<file path="src/rtl/weight_update_pkg.sv">
// Shared constants, types and FSM encoding for the weight-update block.
package weight_update_pkg;

  localparam int unsigned DATA_W = 16;
  localparam int unsigned N_ELEM = 8;

  typedef logic signed [DATA_W-1:0] data_t;
  typedef data_t [N_ELEM-1:0]       arr_t;

  localparam data_t SAT_MAX = {1'b0, {(DATA_W-1){1'b1}}};
  localparam data_t SAT_MIN = {1'b1, {(DATA_W-1){1'b0}}};

  typedef enum logic [1:0] {
    IDLE,
    UPDATE,
    FINISH
  } state_t;

endpackage

</file>
<file path="src/rtl/weight_update_if.sv">
// Weight-update bus: delta/init vectors and requests in, stored weights and status out.
interface weight_update_if #(
  parameter int unsigned N_ELEM = weight_update_pkg::N_ELEM,
  parameter int unsigned DATA_W = weight_update_pkg::DATA_W
);

  logic [N_ELEM-1:0][DATA_W-1:0] delta_w_in;
  logic                          apply;
  logic                          init_load;
  logic [N_ELEM-1:0][DATA_W-1:0] init_w;
  logic [N_ELEM-1:0][DATA_W-1:0] w_out;
  logic                          busy;
  logic                          done;
  logic                          sat;

  modport master (
    output delta_w_in, apply, init_load, init_w,
    input  w_out, busy, done, sat
  );

  modport slave (
    input  delta_w_in, apply, init_load, init_w,
    output w_out, busy, done, sat
  );

endinterface

</file>
<file path="src/rtl/weight_update_sat_add.sv">
// Combinational signed adder that clamps to the DATA_W two's-complement range.
module sat_add #(
  parameter int unsigned DATA_W = weight_update_pkg::DATA_W
) (
  input  logic [DATA_W-1:0] i_a,
  input  logic [DATA_W-1:0] i_b,
  output logic [DATA_W-1:0] o_sum,
  output logic              o_sat
);

  logic [DATA_W:0] w_sum;

  always_comb begin
    w_sum = {i_a[DATA_W-1], i_a} + {i_b[DATA_W-1], i_b};
    // Overflow when the extra sign bit disagrees with the result sign bit.
    o_sat = w_sum[DATA_W] ^ w_sum[DATA_W-1];
    if (!o_sat)
      o_sum = w_sum[DATA_W-1:0];
    else if (w_sum[DATA_W])
      o_sum = {1'b1, {(DATA_W-1){1'b0}}};
    else
      o_sum = {1'b0, {(DATA_W-1){1'b1}}};
  end

endmodule

</file>
<file path="src/rtl/weight_update.sv">
// Weight register file updated one element per cycle with saturating deltas.
module weight_update #(
  parameter int unsigned N_ELEM = weight_update_pkg::N_ELEM,
  parameter int unsigned DATA_W = weight_update_pkg::DATA_W
) (
  input  logic            CLK,
  input  logic            RST_N,
  weight_update_if.slave  bus
);

  import weight_update_pkg::*;

  localparam int unsigned IDX_W = (N_ELEM > 1) ? $clog2(N_ELEM) : 1;
  localparam logic [IDX_W-1:0] LAST_IDX = IDX_W'(N_ELEM - 1);

  state_t                        r_state;
  state_t                        w_next;
  logic [IDX_W-1:0]              r_idx;
  logic [N_ELEM-1:0][DATA_W-1:0] r_w;
  logic [N_ELEM-1:0][DATA_W-1:0] r_delta;
  logic                          r_sat_work;
  logic                          r_sat;
  logic [DATA_W-1:0]             w_cur_w;
  logic [DATA_W-1:0]             w_cur_d;
  logic [DATA_W-1:0]             w_sum;
  logic                          w_clamp;
  logic                          w_last;
  logic                          w_busy;
  logic                          w_done;

  assign w_cur_w = r_w[r_idx];
  assign w_cur_d = r_delta[r_idx];
  assign w_last  = (r_idx == LAST_IDX);

  sat_add #(.DATA_W(DATA_W)) u_sat_add (
    .i_a   (w_cur_w),
    .i_b   (w_cur_d),
    .o_sum (w_sum),
    .o_sat (w_clamp)
  );

  always_ff @(posedge CLK or negedge RST_N) begin
    if (!RST_N) r_state <= IDLE;
    else        r_state <= w_next;
  end

  always_comb begin
    w_next = r_state;
    w_busy = 1'b1;
    w_done = 1'b0;
    unique case (r_state)
      IDLE: begin
        w_busy = 1'b0;
        if (!bus.init_load && bus.apply) w_next = UPDATE;
      end
      UPDATE: if (w_last) w_next = FINISH;
      FINISH: begin
        w_done = 1'b1;
        w_next = IDLE;
      end
      default: w_next = IDLE;
    endcase
  end

  always_ff @(posedge CLK or negedge RST_N) begin
    if (!RST_N) begin
      r_idx      <= '0;
      r_w        <= '0;
      r_delta    <= '0;
      r_sat_work <= 1'b0;
      r_sat      <= 1'b0;
    end else begin
      unique case (r_state)
        IDLE: begin
          if (bus.init_load) begin
            r_w   <= bus.init_w;
            r_sat <= 1'b0;
          end else if (bus.apply) begin
            r_delta    <= bus.delta_w_in;
            r_idx      <= '0;
            r_sat_work <= 1'b0;
          end
        end
        UPDATE: begin
          r_w[r_idx] <= w_sum;
          if (w_clamp) r_sat_work <= 1'b1;
          // Index parks on the last element rather than wrapping.
          if (!w_last) r_idx <= r_idx + IDX_W'(1);
        end
        FINISH: r_sat <= r_sat_work;
        default: ;
      endcase
    end
  end

  assign bus.w_out = r_w;
  assign bus.busy  = w_busy;
  assign bus.done  = w_done;
  assign bus.sat   = r_sat;

endmodule

</file>
<file path="src/flat_wrapper.sv">
// flat-port wrapper written by rule: the top's interface ports become plain ports
module weight_update_flat import weight_update_pkg::*;
#(
  parameter int unsigned N_ELEM = weight_update_pkg::N_ELEM,
  parameter int unsigned DATA_W = weight_update_pkg::DATA_W
)
  (CLK, RST_N, bus_delta_w_in, bus_apply, bus_init_load, bus_init_w, bus_w_out, bus_busy, bus_done, bus_sat);
  weight_update_if #(.N_ELEM(N_ELEM), .DATA_W(DATA_W)) bus_i ();
  input  logic CLK;
  input  logic RST_N;
  input wire logic [$bits(bus_i.delta_w_in)-1:0] bus_delta_w_in;
  input wire logic [$bits(bus_i.apply)-1:0] bus_apply;
  input wire logic [$bits(bus_i.init_load)-1:0] bus_init_load;
  input wire logic [$bits(bus_i.init_w)-1:0] bus_init_w;
  output wire logic [$bits(bus_i.w_out)-1:0] bus_w_out;
  output wire logic [$bits(bus_i.busy)-1:0] bus_busy;
  output wire logic [$bits(bus_i.done)-1:0] bus_done;
  output wire logic [$bits(bus_i.sat)-1:0] bus_sat;
  assign bus_i.delta_w_in = bus_delta_w_in;
  assign bus_i.apply = bus_apply;
  assign bus_i.init_load = bus_init_load;
  assign bus_i.init_w = bus_init_w;
  assign bus_w_out = bus_i.w_out;
  assign bus_busy = bus_i.busy;
  assign bus_done = bus_i.done;
  assign bus_sat = bus_i.sat;
  weight_update #(.N_ELEM(N_ELEM), .DATA_W(DATA_W)) u_core (.CLK(CLK), .RST_N(RST_N), .bus(bus_i));
endmodule
</file>
<file path="config.mk">
export PLATFORM = sky130hd
export DESIGN_NAME = weight_update_flat
export DESIGN_NICKNAME = d
export VERILOG_FILES = /design/src/rtl/weight_update_pkg.sv /design/src/rtl/weight_update_if.sv /design/src/rtl/weight_update_sat_add.sv /design/src/rtl/weight_update.sv /design/src/flat_wrapper.sv
export SDC_FILE = /design/constraint.sdc
export NUM_CORES = 1
export LEC_CHECK = 0
export CAP_MARGIN = 10
export CORE_MARGIN = 10
export CORE_UTILIZATION = 48
export CTS_CLUSTER_DIAMETER = 200
export DETAILED_ROUTE_END_ITERATION = 6
export GPL_TIMING_DRIVEN = 1
export PLACE_DENSITY_LB_ADDON = 0.25
export SYNTH_ARGS = -nofsm -noshare
export SYNTH_HDL_FRONTEND = slang
export SYNTH_SLANG_ARGS = --single-unit
export TNS_END_PERCENT = 30
</file>
<file path="constraint.sdc">
create_clock -name CLK -period 4.8 [get_ports CLK]
set_input_delay 0.48 -clock CLK [delete_from_list [all_inputs] [get_ports CLK]]
set_output_delay 0.48 -clock CLK [all_outputs]
set_load 0.005 [all_outputs]
</file>
==> results <==
==> cells by family after synthesis <==
kind of cell / count (synthesis) / synth area share
AOI/OAI and AO/OA: 438 / 0.206
DFF: 263 / 0.508
muxes: 129 / 0.112
xor gates and xnor gates: 13 / 0.00879
buffers and inverters: 116 / 0.0356
and+or+nand+nor: 215 / 0.0975
adders and majority gates: 34 / 0.0317
==> flip-flops by register name (all words and copies together) (netlist names) <==
signal / count
u_core.bus.w_out: 128
u_core.r_sat_work: 1
u_core.bus.sat: 1
u_core.r_delta: 128
u_core.r_state: 2
u_core.r_idx: 3
==> through the flow <==
| stage | cells | hold slack, ps | setup WS [ps] | utilization | total power [uW] |
|---|---|---|---|---|---|
| 2_1_floorplan | 1208 | 184 | 996 | - | 10500 |
| 3_3_place_gp | 1864 | 471 | 394 | 0.643 | 14300 |
| 3_5_place_dp | 1864 | 477 | 297 | 0.643 | 14500 |
| 4_1_cts | 1919 | 468 | 271 | 0.682 | 16900 |
| 5_1_grt | 1926 | 514 | 87.3 | 0.683 | 18100 |
| 6_report | 1928 | 467 | 332 | 0.683 | 17100 |
==> layer usage <==
| metal | part of all wire | track usage |
|---|---|---|
| met4 | 0.041 | 0.124 |
| met1 | 0.38 | 0.370 |
| met2 | 0.47 | 0.462 |
| met5 | 0.00025 | 0 |
| met3 | 0.10 | 0.0730 |
==> where the power goes <==
part / internal (uW) / switching [uW] / total (uW) / leakage (uW)
logic: 4210 / 6260 / 10500 / 0.00397
registers: 3360 / 902 / 4260 / 0.00317
clock network: 1440 / 950 / 2390 / 0.000501
total: 9010 / 8120 / 17100 / 0.00764
==> final cells by class <==
| cell class | instances | area [sq um] | area share |
|---|---|---|---|
| antenna | 9 | 22.5 | 0.00123 |
| clock buffer | 36 | 792 | 0.0434 |
| clock inverter | 18 | 230 | 0.0126 |
| inverter | 12 | 45.0 | 0.00247 |
| multi-input combinational | 829 | 5950 | 0.326 |
| sequential | 263 | 6580 | 0.361 |
| tap | 341 | 427 | 0.0234 |
| timing repair buffer | 420 | 4200 | 0.230 |
==> layout by cell type (no fill, tap or decap), types with 3 or more instances in the layout <==
master,instances
clkdlybuf4s50_1,389
dfrtp_1,263
a21oi_1,141
a22oi_1,129
mux2_2,129
and3_1,118
o21ai_1,63
o21ai_0,59
nand4_1,37
clkbuf_16,29
buf_4,24
nand2_1,23
ha_1,18
inv_1,12
nor2_1,11
diode_2,9
maj3_2,9
a21o_1,8
o21ai_2,8
clkinv_2,8
xor2_1,7
or3_1,7
xnor2_1,6
o2bb2ai_1,5
a41oi_1,5
maj3_1,5
bufinv_16,5
buf_12,5
nor3b_2,4
o211ai_1,4
clkbuf_8,4
and2_1,3
a31oi_1,3
clkinvlp_4,3
clkbuf_1,3
==> worst paths after layout <==
| kind | from | endpoint | slack, ps | depth (start not counted) |
|---|---|---|---|---|
| min in group CLK | u_core.r_sat_work | u_core.bus.sat | 500 | 2 |
| max in group asynchronous | RST_N | u_core.bus.w_out[40] | 3100 | 3 |
| hold / removal | RST_N | u_core.r_delta[13] | 470 | 2 |
| hold reg to reg | u_core.r_sat_work | u_core.bus.sat | 500 | 2 |
| setup reg to reg | u_core.r_idx[0] | u_core.bus.w_out[81] | 330 | 12 |
| setup / recovery | u_core.r_idx[0] | u_core.bus.w_out[81] | 330 | 12 |
==> repair_timing <==
action / 4_1_cts / 5_1_grt
endpoints found under the hold margin: 69 / 0
buffers inserted: 0 / 0
endpoints found under the setup margin: 0 / 25
resized for setup: 0 / 1
hold buffers: 1 / 0
==> out/qor.yml <==
outcome: "finished, final reports clean"
cts_tree: "done"
worstPathMaxFanout: 28
io_pins: 391
netlist_instances: 1208
port_buffers: 390
synth_area_leader_cell: "dfrtp_1"
antenna_found_initial: 8
finalHoldViolCount: 0
grt_pass1_vias: 12300
place_area_sq_um: 17200
async_flop_share: 1.00
cpLargestDelayFamily: "compound AO/OA/AOI/OAI gates"
fillers: 2046
detailroute.via_count: 12100
final_cell_area_sq_um: 18200
synth_top_cell_area_share: 0.508
drc_errors: 0
path_clk_slew_ps: 60
ys_types: 48
cp-end-kind: "register"
root_buffer: "clkbuf_16"
p_per_area_nw_per_um2: 938
worstPathCellList: "and3_2 -> buf_4 -> a22oi_1 -> nand4_1 -> ha_1 -> a21oi_1 -> o21ai_0 -> a21oi_1 -> o211ai_1 -> a311o_2 -> maj3_1 -> o21ai_0"
rows: 60
setup_viol: 0
slew_viol_final: 0
dieArea_sq_um: 33900
grt_usage: 0.291
worstSetupStartpointType: "register"
period_share: 0.931
ir_drop_v: 0.00106
min_path_type: "in -> async"
grt_pass1_wl_um: 76100
slowest_stage: "and3_2"
rsz0062_at_grt: "false"
ys_top_cells_by_count: "dfrtp_1, a21oi_1, a22oi_1, mux2_2, and3_1"
wl_per_cell_um: 26.7
drv_cap: 0
tightest_slew_ps: 1230
layout.nets: 1834
clock_path_buffers: 3
die_x_um: 184
tns_ps: 0
numCtsBuffers: 29
post-route-min-period_ps: 4470
slowest_delay_ps: 770
dp_hpwl_um: 37100
core_area_sq_um: 26700
p_leak_uw: 0.00764
initial_utilization: 0.484
yosys_register_bits: 263
synth_edf_count: 0
crit_buf_inv: 1
synth_area_sq_um: 12900
grt-ovfl-total: 0
drt-total-wl_um: 51400
synth_warnings: 0
arrival_ps: 4910
clk_latency_ps: 560
clock_sinks: 263
die_h_um: 184
slew_headroom: 0.177
yosysMostFrequentCell: "dfrtp_1"
vias_per_cell: 6.26
drt_iter0_markers: 1461
synth_flop_cell: "dfrtp_1"
grt_max_degree: 135
drt.antenna.violating_nets: 0
required_ps: 5240
drive_gt1_frac: 0.153
syn_area_per_cell_sq_um: 10.7
finalClockSkew_ps: 17.3
syn-num-nets: 1487
synth-seq-area-share: 0.508
h-tree-depth: 1
crit_type: "reg -> reg"
place_congestion: 0.947
firstDrtPassIters: 6
synth_area_leaders: "dfrtp_1, mux2_2, a22oi_1"
fmax_ghz: 0.224
syn_to_final_growth_pct: 41.0
Power figures use the tool's default switching activity.
